==> src/rtl/knap_enum_search.sv <==
// knap_enum_search: sweeps every selection vector through a combinational knapsack
// checker and queues feasible vectors in a solution FIFO.  Rev 1.0
`default_nettype none

module knap_enum_search #(
  parameter int N_ITEMS    = 23,
  parameter int FIFO_DEPTH = 4
) (
  input  logic               clk,
  input  logic               rst,
  input  logic               start_i,
  output logic [N_ITEMS-1:0] cand_o,
  input  logic               chk_valid_i,
  output logic [N_ITEMS-1:0] sol_data_o,
  output logic               sol_valid_o,
  input  logic               sol_ready_i,
  output logic               busy_o,
  output logic               done_o,
  output logic [N_ITEMS:0]   sol_count_o
);

  localparam int AW = (FIFO_DEPTH > 1) ? $clog2(FIFO_DEPTH) : 1;
  localparam logic [AW:0]        DEPTH_C   = (AW+1)'(FIFO_DEPTH);
  localparam logic [N_ITEMS-1:0] CAND_LAST = '1;

  localparam logic [1:0] S_IDLE = 2'd0;
  localparam logic [1:0] S_RUN  = 2'd1;
  localparam logic [1:0] S_DONE = 2'd2;

  logic [1:0]         state_q, state_d;
  logic [N_ITEMS-1:0] cand_q, cand_d;
  logic [N_ITEMS:0]   count_q, count_d;
  logic [AW-1:0]      wr_ptr_q, wr_ptr_d;
  logic [AW-1:0]      rd_ptr_q, rd_ptr_d;
  logic [AW:0]        occ_q, occ_d;
  logic [N_ITEMS-1:0] mem_q [FIFO_DEPTH];

  logic w_run;
  logic w_pop;
  logic w_full;
  logic w_can_push;
  logic w_push;
  logic w_retire;

  // A full FIFO still accepts a push when the head leaves in the same cycle.
  always_comb begin
    w_run      = (state_q == S_RUN);
    w_pop      = (occ_q != '0) && sol_ready_i;
    w_full     = (occ_q == DEPTH_C);
    w_can_push = !w_full || w_pop;
    w_push     = w_run && chk_valid_i && w_can_push;
    w_retire   = w_run && (!chk_valid_i || w_can_push);
  end

  always_comb begin
    state_d = state_q;
    cand_d  = cand_q;
    count_d = count_q;
    case (state_q)
      S_IDLE, S_DONE: begin
        if (start_i) begin
          state_d = S_RUN;
          cand_d  = '0;
          count_d = '0;
        end
      end
      S_RUN: begin
        if (w_push) begin
          count_d = count_q + (N_ITEMS+1)'(1);
        end
        if (w_retire) begin
          if (cand_q == CAND_LAST) begin
            state_d = S_DONE;
          end else begin
            cand_d = cand_q + N_ITEMS'(1);
          end
        end
      end
      default: begin
        state_d = S_IDLE;
      end
    endcase
  end

  always_comb begin
    wr_ptr_d = wr_ptr_q;
    rd_ptr_d = rd_ptr_q;
    occ_d    = occ_q;
    if (w_push) begin
      wr_ptr_d = wr_ptr_q + AW'(1);
    end
    if (w_pop) begin
      rd_ptr_d = rd_ptr_q + AW'(1);
    end
    case ({w_push, w_pop})
      2'b10:   occ_d = occ_q + (AW+1)'(1);
      2'b01:   occ_d = occ_q - (AW+1)'(1);
      default: occ_d = occ_q;
    endcase
  end

  always_ff @(posedge clk or posedge rst) begin
    if (rst) begin
      state_q  <= S_IDLE;
      cand_q   <= '0;
      count_q  <= '0;
      wr_ptr_q <= '0;
      rd_ptr_q <= '0;
      occ_q    <= '0;
    end else begin
      state_q  <= state_d;
      cand_q   <= cand_d;
      count_q  <= count_d;
      wr_ptr_q <= wr_ptr_d;
      rd_ptr_q <= rd_ptr_d;
      occ_q    <= occ_d;
    end
  end

  // Storage needs no reset: occupancy alone decides what is visible.
  always_ff @(posedge clk) begin
    if (w_push) begin
      mem_q[wr_ptr_q] <= cand_q;
    end
  end

  assign cand_o      = cand_q;
  assign sol_valid_o = (occ_q != '0);
  assign sol_data_o  = sol_valid_o ? mem_q[rd_ptr_q] : '0;
  assign busy_o      = (state_q == S_RUN);
  assign done_o      = (state_q == S_DONE);
  assign sol_count_o = count_q;

endmodule

`default_nettype wire

==> config.mk <==
export PLATFORM = sky130hd
export DESIGN_NAME = knap_enum_search
export DESIGN_NICKNAME = d
export VERILOG_FILES = /design/src/rtl/knap_enum_search.sv
export SDC_FILE = /design/constraint.sdc
export NUM_CORES = 1
export LEC_CHECK = 0
export ABC_CLOCK_PERIOD_IN_PS = 3020
export BUFFER_PORTS_ARGS = -buffer_cell sky130_fd_sc_hd__buf_2
export CORE_MARGIN = 5
export CORE_UTILIZATION = 40
export CTS_CLUSTER_DIAMETER = 100
export DETAILED_ROUTE_END_ITERATION = 12
export GPL_TIMING_DRIVEN = 0
export MAX_ROUTING_LAYER = met4
export PLACE_DENSITY_LB_ADDON = 0.1
export SYNTH_ARGS = -nofsm -noshare
export SYNTH_HDL_FRONTEND = slang
export SYNTH_SLANG_ARGS = --single-unit
==> constraint.sdc <==
create_clock -name clk -period 3.02 [get_ports clk]
set_input_delay 0.151 -clock clk [delete_from_list [all_inputs] [get_ports clk]]
set_output_delay 0.151 -clock clk [all_outputs]
set_load 0.02 [all_outputs]
==> results.txt, run 1 <==
----------------------------------------------------
[Routing]
  Number of vias after detailed routing ... 4391
  Total wire length after detailed routing ... 15.2 mm
  Via-per-instance ratio ... 5.34
  Antenna viol nets, final ... 0
  Detailed Route Iter0 Violations ... 281
  Met2 wire length ... 7.45 mm
  DRT Pass-1 Iters ... 4
  Met1 Wirelength ... ~7 mm
  Routed length on met3 ... 739 um
  DRC viols ... 0
  Top routing layer in use ... met4
  Average wire per cell in the routed design ... 18.5 um

[Final layout]
  Number of fill cells in the layout ... approximately 1500
  Number of diodes ... 0
  Final Net Count ... 601
  Fraction of final layout cells with drive strength greater than 1 ... 27.2%
  Area added between synthesis and finish ... 19.5%
  Final std cells w/o fill ... 822
  Post-route core utilization ... between 40 and 50%
  Total non-filler cell area in the finished layout ... between 8000 and 9000 sq um

[Synthesis]
  Synthesized area per cell ... 13.8 sq um
  Total of warnings raised by yosys ... 0
  Top flip-flop cell by instance count after synthesis ... edfxtp_1
  Number of flip-flops and latches in the synthesized netlist ... approximately 150
  Synth async-reset ratio ... 37.8%
  Cell Area, Synth ... 6760 sq um
  Net count of the mapped netlist ... 503
  Number of distinct library cell variants in the gate-level netlist after synthesis ... 64
  Count of flip-flops with a built-in enable after synthesis ... 92
  Sequential cell area fraction in the yosys report ... 61.6%
  Gate count of the mapped netlist ... 491

[Pwr]
  Pwr Density ... 986 nW/um^2
  Static Leakage ... 3.18 nW
  Final Power ... between 7 and 8 mW
  Maximum ir drop on the vdd rail ... 0.000421 V

[Floorplanning]
  Die W ... 140 um
  Core outline area ... 16600 sq um
  Starting density of the core ... 40.8%
  Number of placed I/O pins ... a little under 80
  Area enclosed by the die boundary ... roughly 20000 sq um
  Core Rows ... 47
  Die Y-Extent ... 140 um

[Global route]
  Number of global-route vias before repair ... between 4000 and 5000
  Number of antenna violations at the first check in global routing ... 0
  Overall global routing resource usage ... 16.3%
  Global-route wire length before repair ... 24.4 mm
  Maximum number of pins on one net before global-route repair ... 32
  Overflow after GRT ... 0

[Setup path]
  Most repeated library cell on the critical path ... or3_1
  Data arrival time of the worst path ... 2970 ps
  Worst-path maximum fanout ... 10
  Crit path capture type ... register
  Slowest Stage Delay on Critical Path ... 450 ps
  Worst path cell trace ... buf_2 -> or3_1 -> clkbuf_1 -> clkbuf_2 -> nand3_1 -> fa_1 -> or3_1 -> a31oi_1 -> o41ai_1
  Crit path launch type ... register
  Slowest library cell on the worst path ... fa_1
  Worst endpoint required time ... around 3300 ps
  Setup CP Type ... reg2reg

[STA]
  Unrepaired setup endpoints after global routing ... no
  Tcrit/Tclk final ... 88.9%
  Worst slew margin relative to its limit ... a little under an eighth
  Fin. max-slew vios ... 0
  Max frequency ... about 0.37 GHz
  Final hold violation count ... 0
  Fin worst setup slack ... 334 ps
  Worst Hold Margin ... ~61 ps
  Number of setup violations in the final report ... 0
  Time the worst path needs with I/O delays and setup ... approximately 2700 ps
  Aggregate negative setup slack ... 0 ps
  Largest clock skew in the final design ... 5.57 ps
  Worst Max-Slew Pin Slew ... 1320 ps

[Min path]
  Tightest Hold Check Type ... in2reg

[Placement]
  Total of buffers placed on input and output ports ... 77
  Instance area after placement ... around 7400 sq um
  # placed instances ... 789
  Placed wire-length estimate ... roughly 10 mm
  Routability congestion estimate from global placement ... 0.896
  Pre-CTS WS ... 193 ps

[Clock tree]
  Total setup buffers inserted after CTS ... 0
  Number of buffers on the longest clock path ... 2
  Clock tree from TritonCTS ... built
  Clock root buffer ... clkbuf_16
  Skew-Pair Late Insertion Delay ... 410 ps
  Clock-pin slew reported for the worst setup and hold paths after clock tree synthesis ... around 60 ps
  CTS sink cnt ... 148
  Total number of H-tree levels ... 4
  Number of buffers created by CTS ... 17

[Flow run]
  Max_cap viols ... 0

[Status]
  Result of the run ... finished, final reports clean

----------------------------------------------------
-- what timing repair did --
item	CTS	global route
hold buffers	1	0
endpoints found under the setup margin	0	1
endpoints found under the hold margin	30	0
resized for setup	0	2
-- Yosys cell counts (3+ instances only) --
| master | n | area (sq um) |
|---|---|---|
| a21oi_1 | 11 | 55.1 |
| a31oi_1 | 13 | 81.3 |
| and2_1 | 25 | 156 |
| and3_1 | 7 | 43.8 |
| and4_1 | 4 | 35.0 |
| buf_2 | 5 | 25.0 |
| buf_6 | 5 | 56.3 |
| clkbuf_1 | 14 | 52.6 |
| dfrtp_1 | 56 | 1400 |
| edfxtp_1 | 92 | 2760 |
| ha_1 | 6 | 75.1 |
| inv_1 | 16 | 60.1 |
| mux4_2 | 23 | 518 |
| nand2_1 | 31 | 116 |
| nand3_1 | 17 | 85.1 |
| nand4_1 | 13 | 81.3 |
| nor2_1 | 32 | 120 |
| nor3_1 | 11 | 55.1 |
| nor4_1 | 9 | 56.3 |
| nor4_4 | 3 | 63.8 |
| nor4b_1 | 5 | 43.8 |
| o21ai_0 | 7 | 35.0 |
| o21ai_1 | 3 | 15.0 |
| o2bb2ai_1 | 6 | 52.6 |
| or3_1 | 7 | 43.8 |
| xnor2_1 | 20 | 175 |
| xor2_1 | 5 | 43.8 |
-- worst max-delay path, delay by kind of cell, from the launching register on --
kind	cells	cell delay (ps)
buffers and inverters	3	870
AOI/OAI and AO/OA	2	270
and+or+nand+nor	3	650
adders and majority gates	1	450
DFF	1	320
-- state kept, by name, summed over array words and instances (netlist names) --
name	flops
state_q	2
cand_o	23
sol_count_o	24
occ_q	3
mem_q	92
rd_ptr_q	2
wr_ptr_q	2
-- final timing paths --
kind                                  from               to  slack (ps)  cells after the start
min in group asynchronous              rst   sol_count_o[9]         430                      3
max in group asynchronous              rst        cand_o[1]        1980                      4
hold reg to reg            sol_count_o[23]  sol_count_o[23]         560                      2
setup / recovery                  occ_q[1]         occ_q[2]         330                      9
hold / removal                     start_i       state_q[1]          60                      3
setup reg to reg                  occ_q[1]         occ_q[2]         330                      9
-- where the power goes --
part           switching (mW)  total, mW  internal [mW]
logic                    1.68       2.77           1.09
clock network           0.786       2.15           1.37
registers               0.340       3.04           2.70
total                    2.81       7.96           5.16
-- cells in the final DEF (no fill, tap or decap), drive strengths merged, types with 7 or more instances in the layout --
cell     n
edfxtp  92
buf     89
dfrtp   56
clkbuf  41
nor2    33
nand2   31
and2    25
mux4    23
xnor2   20
nand3   18
inv     17
nand4   14
a31oi   14
a21oi   13
nor4    13
nor3    11
o21ai   11
or3      8
and3     7
-- routing by layer --
metal | vias up | GRT usage [%]
met3 | 19 | 3.72
met2 | 123 | 25.6
met4 | 0 | 5.00
met5 | - | -
met1 | 2177 | 21.4
li1 | 2072 | -
-- final cells by class --
class                   count  area, sq um  share of cell area (%)
flip-flops and latches    148         4160                    51.6
multi-input cells         302         2400                    29.7
clock buffers              27          566                    7.00
repair buffers             79          415                    5.14
well taps                 220          275                    3.41
plain buffers              25          143                    1.77
inverters                  16         60.1                   0.744
clock inverters             5         56.3                   0.697
-- cells by family after synthesis --
group                    count (synthesis)  share of synthesized area, %
multiplexers                            26                          8.15
AO/OA/AOI/OAI                           64                          7.09
XOR/XNOR                                25                          3.24
flip-flops                             148                          61.6
AND/OR/NAND/NOR                        180                          15.5
adder cells (fa/ha/maj)                  7                          1.41
buffers and inverters                   41                          2.98
No activity file was read; power rests on OpenSTA's default activity.
==> inputs of run 2 (changes only) <==
--- a/config.mk
+++ b/config.mk
@@ -5,7 +5,7 @@
 export SDC_FILE = /design/constraint.sdc
 export NUM_CORES = 1
 export LEC_CHECK = 0
-export ABC_CLOCK_PERIOD_IN_PS = 3020
+export ABC_CLOCK_PERIOD_IN_PS = 2600
 export BUFFER_PORTS_ARGS = -buffer_cell sky130_fd_sc_hd__buf_2
 export CORE_MARGIN = 5
 export CORE_UTILIZATION = 40
==> constraint.sdc (replaced) <==
create_clock -name clk -period 2.6 [get_ports clk]
set_input_delay 0.13 -clock clk [delete_from_list [all_inputs] [get_ports clk]]
set_output_delay 0.13 -clock clk [all_outputs]
set_load 0.02 [all_outputs]
==> results.txt, run 2 (synthesized netlist as in run 1, its figures left out) <==
----------------------------------------------------
[STA]
  Worst Max-Slew Pin Slew ... 1340 ps (+20.4 ps)
  Worst Hold Margin ... 41.7 ps (-19.1 ps)
  Max frequency ... 0.406 GHz
  Number of setup violations in the final report ... 0 (unchanged)
  Final hold violation count ... 0 (unchanged)
  Time the worst path needs with I/O delays and setup ... 2460 ps
  Aggregate negative setup slack ... 0 ps (unchanged)
  Worst slew margin relative to its limit ... 10.5% (-1.4 points)
  Tcrit/Tclk final ... 94.8%
  Unrepaired setup endpoints after global routing ... no
  Largest clock skew in the final design ... 5.96 ps (+0.385 ps)
  Fin. max-slew vios ... 0 (unchanged)

[Setup path]
  Worst-path maximum fanout ... 10 (unchanged)
  Data arrival time of the worst path ... 2330 ps (-640 ps)
  Setup CP Type ... reg2out
  Crit path capture type ... output pin
  Crit path launch type ... register
  Worst endpoint required time ... 2470 ps (-840 ps)

[Global route]
  Maximum number of pins on one net before global-route repair ... 32 (unchanged)
  Overall global routing resource usage ... 16.4% (about the same)
  Overflow after GRT ... 0 (unchanged)
  Number of global-route vias before repair ... 4402 (-0.27%)
  Global-route wire length before repair ... 24.4 mm (about the same)
  Number of antenna violations at the first check in global routing ... 0 (unchanged)

[Clock tree]
  Clock tree from TritonCTS ... built
  Clock-pin slew reported for the worst setup and hold paths after clock tree synthesis ... 60 ps (about the same)
  Clock root buffer ... clkbuf_16
  Total number of H-tree levels ... 4 (unchanged)
  Number of buffers created by CTS ... 17 (unchanged)
  Skew-Pair Late Insertion Delay ... 410 ps (about the same)
  Number of buffers on the longest clock path ... 2 (unchanged)
  Total setup buffers inserted after CTS ... 0 (unchanged)
  CTS sink cnt ... 148 (unchanged)

[Pwr]
  Final Power ... 9.27 mW (+16%)
  Static Leakage ... 3.18 nW (about the same)
  Maximum ir drop on the vdd rail ... 0.000491 V (+17%)
  Pwr Density ... 1150 nW/um^2 (+16%)

[Final layout]
  Number of diodes ... 0 (unchanged)
  Area added between synthesis and finish ... 19.5% (about the same)
  Fraction of final layout cells with drive strength greater than 1 ... 27.5% (+0.26 points)
  Max FFs per register ... 92 (unchanged)
  Largest register by flop count ... mem_q
  Number of fill cells in the layout ... 1485 (-0.34%)
  Most common library cell in the layout ignoring fill and taps ... edfxtp_1
  Final Net Count ... 599 (-0.33%)
  Highest-count cells in the layout ignoring fill and taps ... edfxtp_1, buf_2, dfrtp_1
  Total area of sequential cells ... 4160 sq um (unchanged)
  Total non-filler cell area in the finished layout ... 8080 sq um (about the same)
  Multi-input combinational cell area ... 2400 sq um (+0.26%)

[Floorplanning]
  Die W ... 140 um (unchanged)
  Area enclosed by the die boundary ... 19600 sq um (unchanged)
  Core outline area ... 16600 sq um (unchanged)
  Core Rows ... 47 (unchanged)
  Number of placed I/O pins ... 78 (unchanged)
  Starting density of the core ... 40.8% (unchanged)
  Die Y-Extent ... 140 um (unchanged)

[Placement]
  Total of buffers placed on input and output ports ... 77 (unchanged)
  Placed wire-length estimate ... 10.1 mm (unchanged)
  Routability congestion estimate from global placement ... 0.896 (unchanged)
  Instance area after placement ... 7440 sq um (unchanged)

[Flow run]
  Max_cap viols ... 0 (unchanged)

[Routing]
  Via-per-instance ratio ... 5.32 (-0.49%)
  Antenna viol nets, final ... 0 (unchanged)
  Average wire per cell in the routed design ... 18.6 um (+0.32%)
  DRT Pass-1 Iters ... 4 (unchanged)
  Total wire length after detailed routing ... 15.2 mm (about the same)
  Detailed Route Iter0 Violations ... 251 (-11%)
  Number of vias after detailed routing ... 4359 (-0.73%)
  DRC viols ... 0 (unchanged)

[Min path]
  Tightest Hold Check Type ... in2reg

[Status]
  Result of the run ... finished, final reports clean

----------------------------------------------------
[run 2: final timing paths]
check	from	end	slack (ps)	depth (start not counted)
worst max-delay path	rd_ptr_q[1]	sol_data_o[11]	140	5
worst min-delay path	start_i	state_q[1]	40	3
worst max register to register	cand_o[0]	cand_o[11]	190	7
worst min register to register	sol_count_o[23]	sol_count_o[23]	560	2
max in group asynchronous	rst	cand_o[1]	1590	4
min in group asynchronous	rst	sol_count_o[11]	400	3
[run 2: area by class of cell]
class / count / area share (%)
flip-flops and latches: 148 / 51.5
multi-input cells: 302 / 29.7
clock buffers: 27 / 7.00
repair buffers: 79 / 5.14
well taps: 220 / 3.41
plain buffers: 23 / 1.73
inverters: 16 / 0.743
clock inverters: 5 / 0.697
[run 2: stage by stage]
step,worst slack (ps),cells,utilization [%]
6_report,135,820,48.7
5_1_grt,20.9,820,48.7
4_1_cts,19.4,820,48.7
3_5_place_dp,-227,789,44.9
3_3_place_gp,-173,788,44.7
2_1_floorplan,188,491,-
[run 2: what timing repair did]
item                                    CTS  global route
hold buffers                              1             0
pin swaps                                 0             0
endpoints found under the hold margin    30             0
resized for setup                         3             2
endpoints found under the setup margin   20             2
[run 2: worst max-delay path, cell delays in order (launching register included)]
cell	delay, ps
dfrtp_1	310
clkbuf_1	270
clkbuf_1	600
mux4_2	410
and2_1	170
buf_2	150
[run 2: report_power, final]
| part | internal [mW] | switching (mW) | leakage, nW |
|---|---|---|---|
| Sequential | 3.14 | 0.421 | 1.61 |
| Combinational | 1.28 | 1.93 | 1.27 |
| Clock | 1.59 | 0.914 | 0.306 |
| Total | 6.01 | 3.27 | 3.18 |
[run 2: metal layers]
metal / part of all wire [%] / track usage, %
met5: 0 / -
met4: 1.1 / 5.00
met3: 5.0 / 3.72
met2: 49 / 25.7
met1: 45 / 21.4
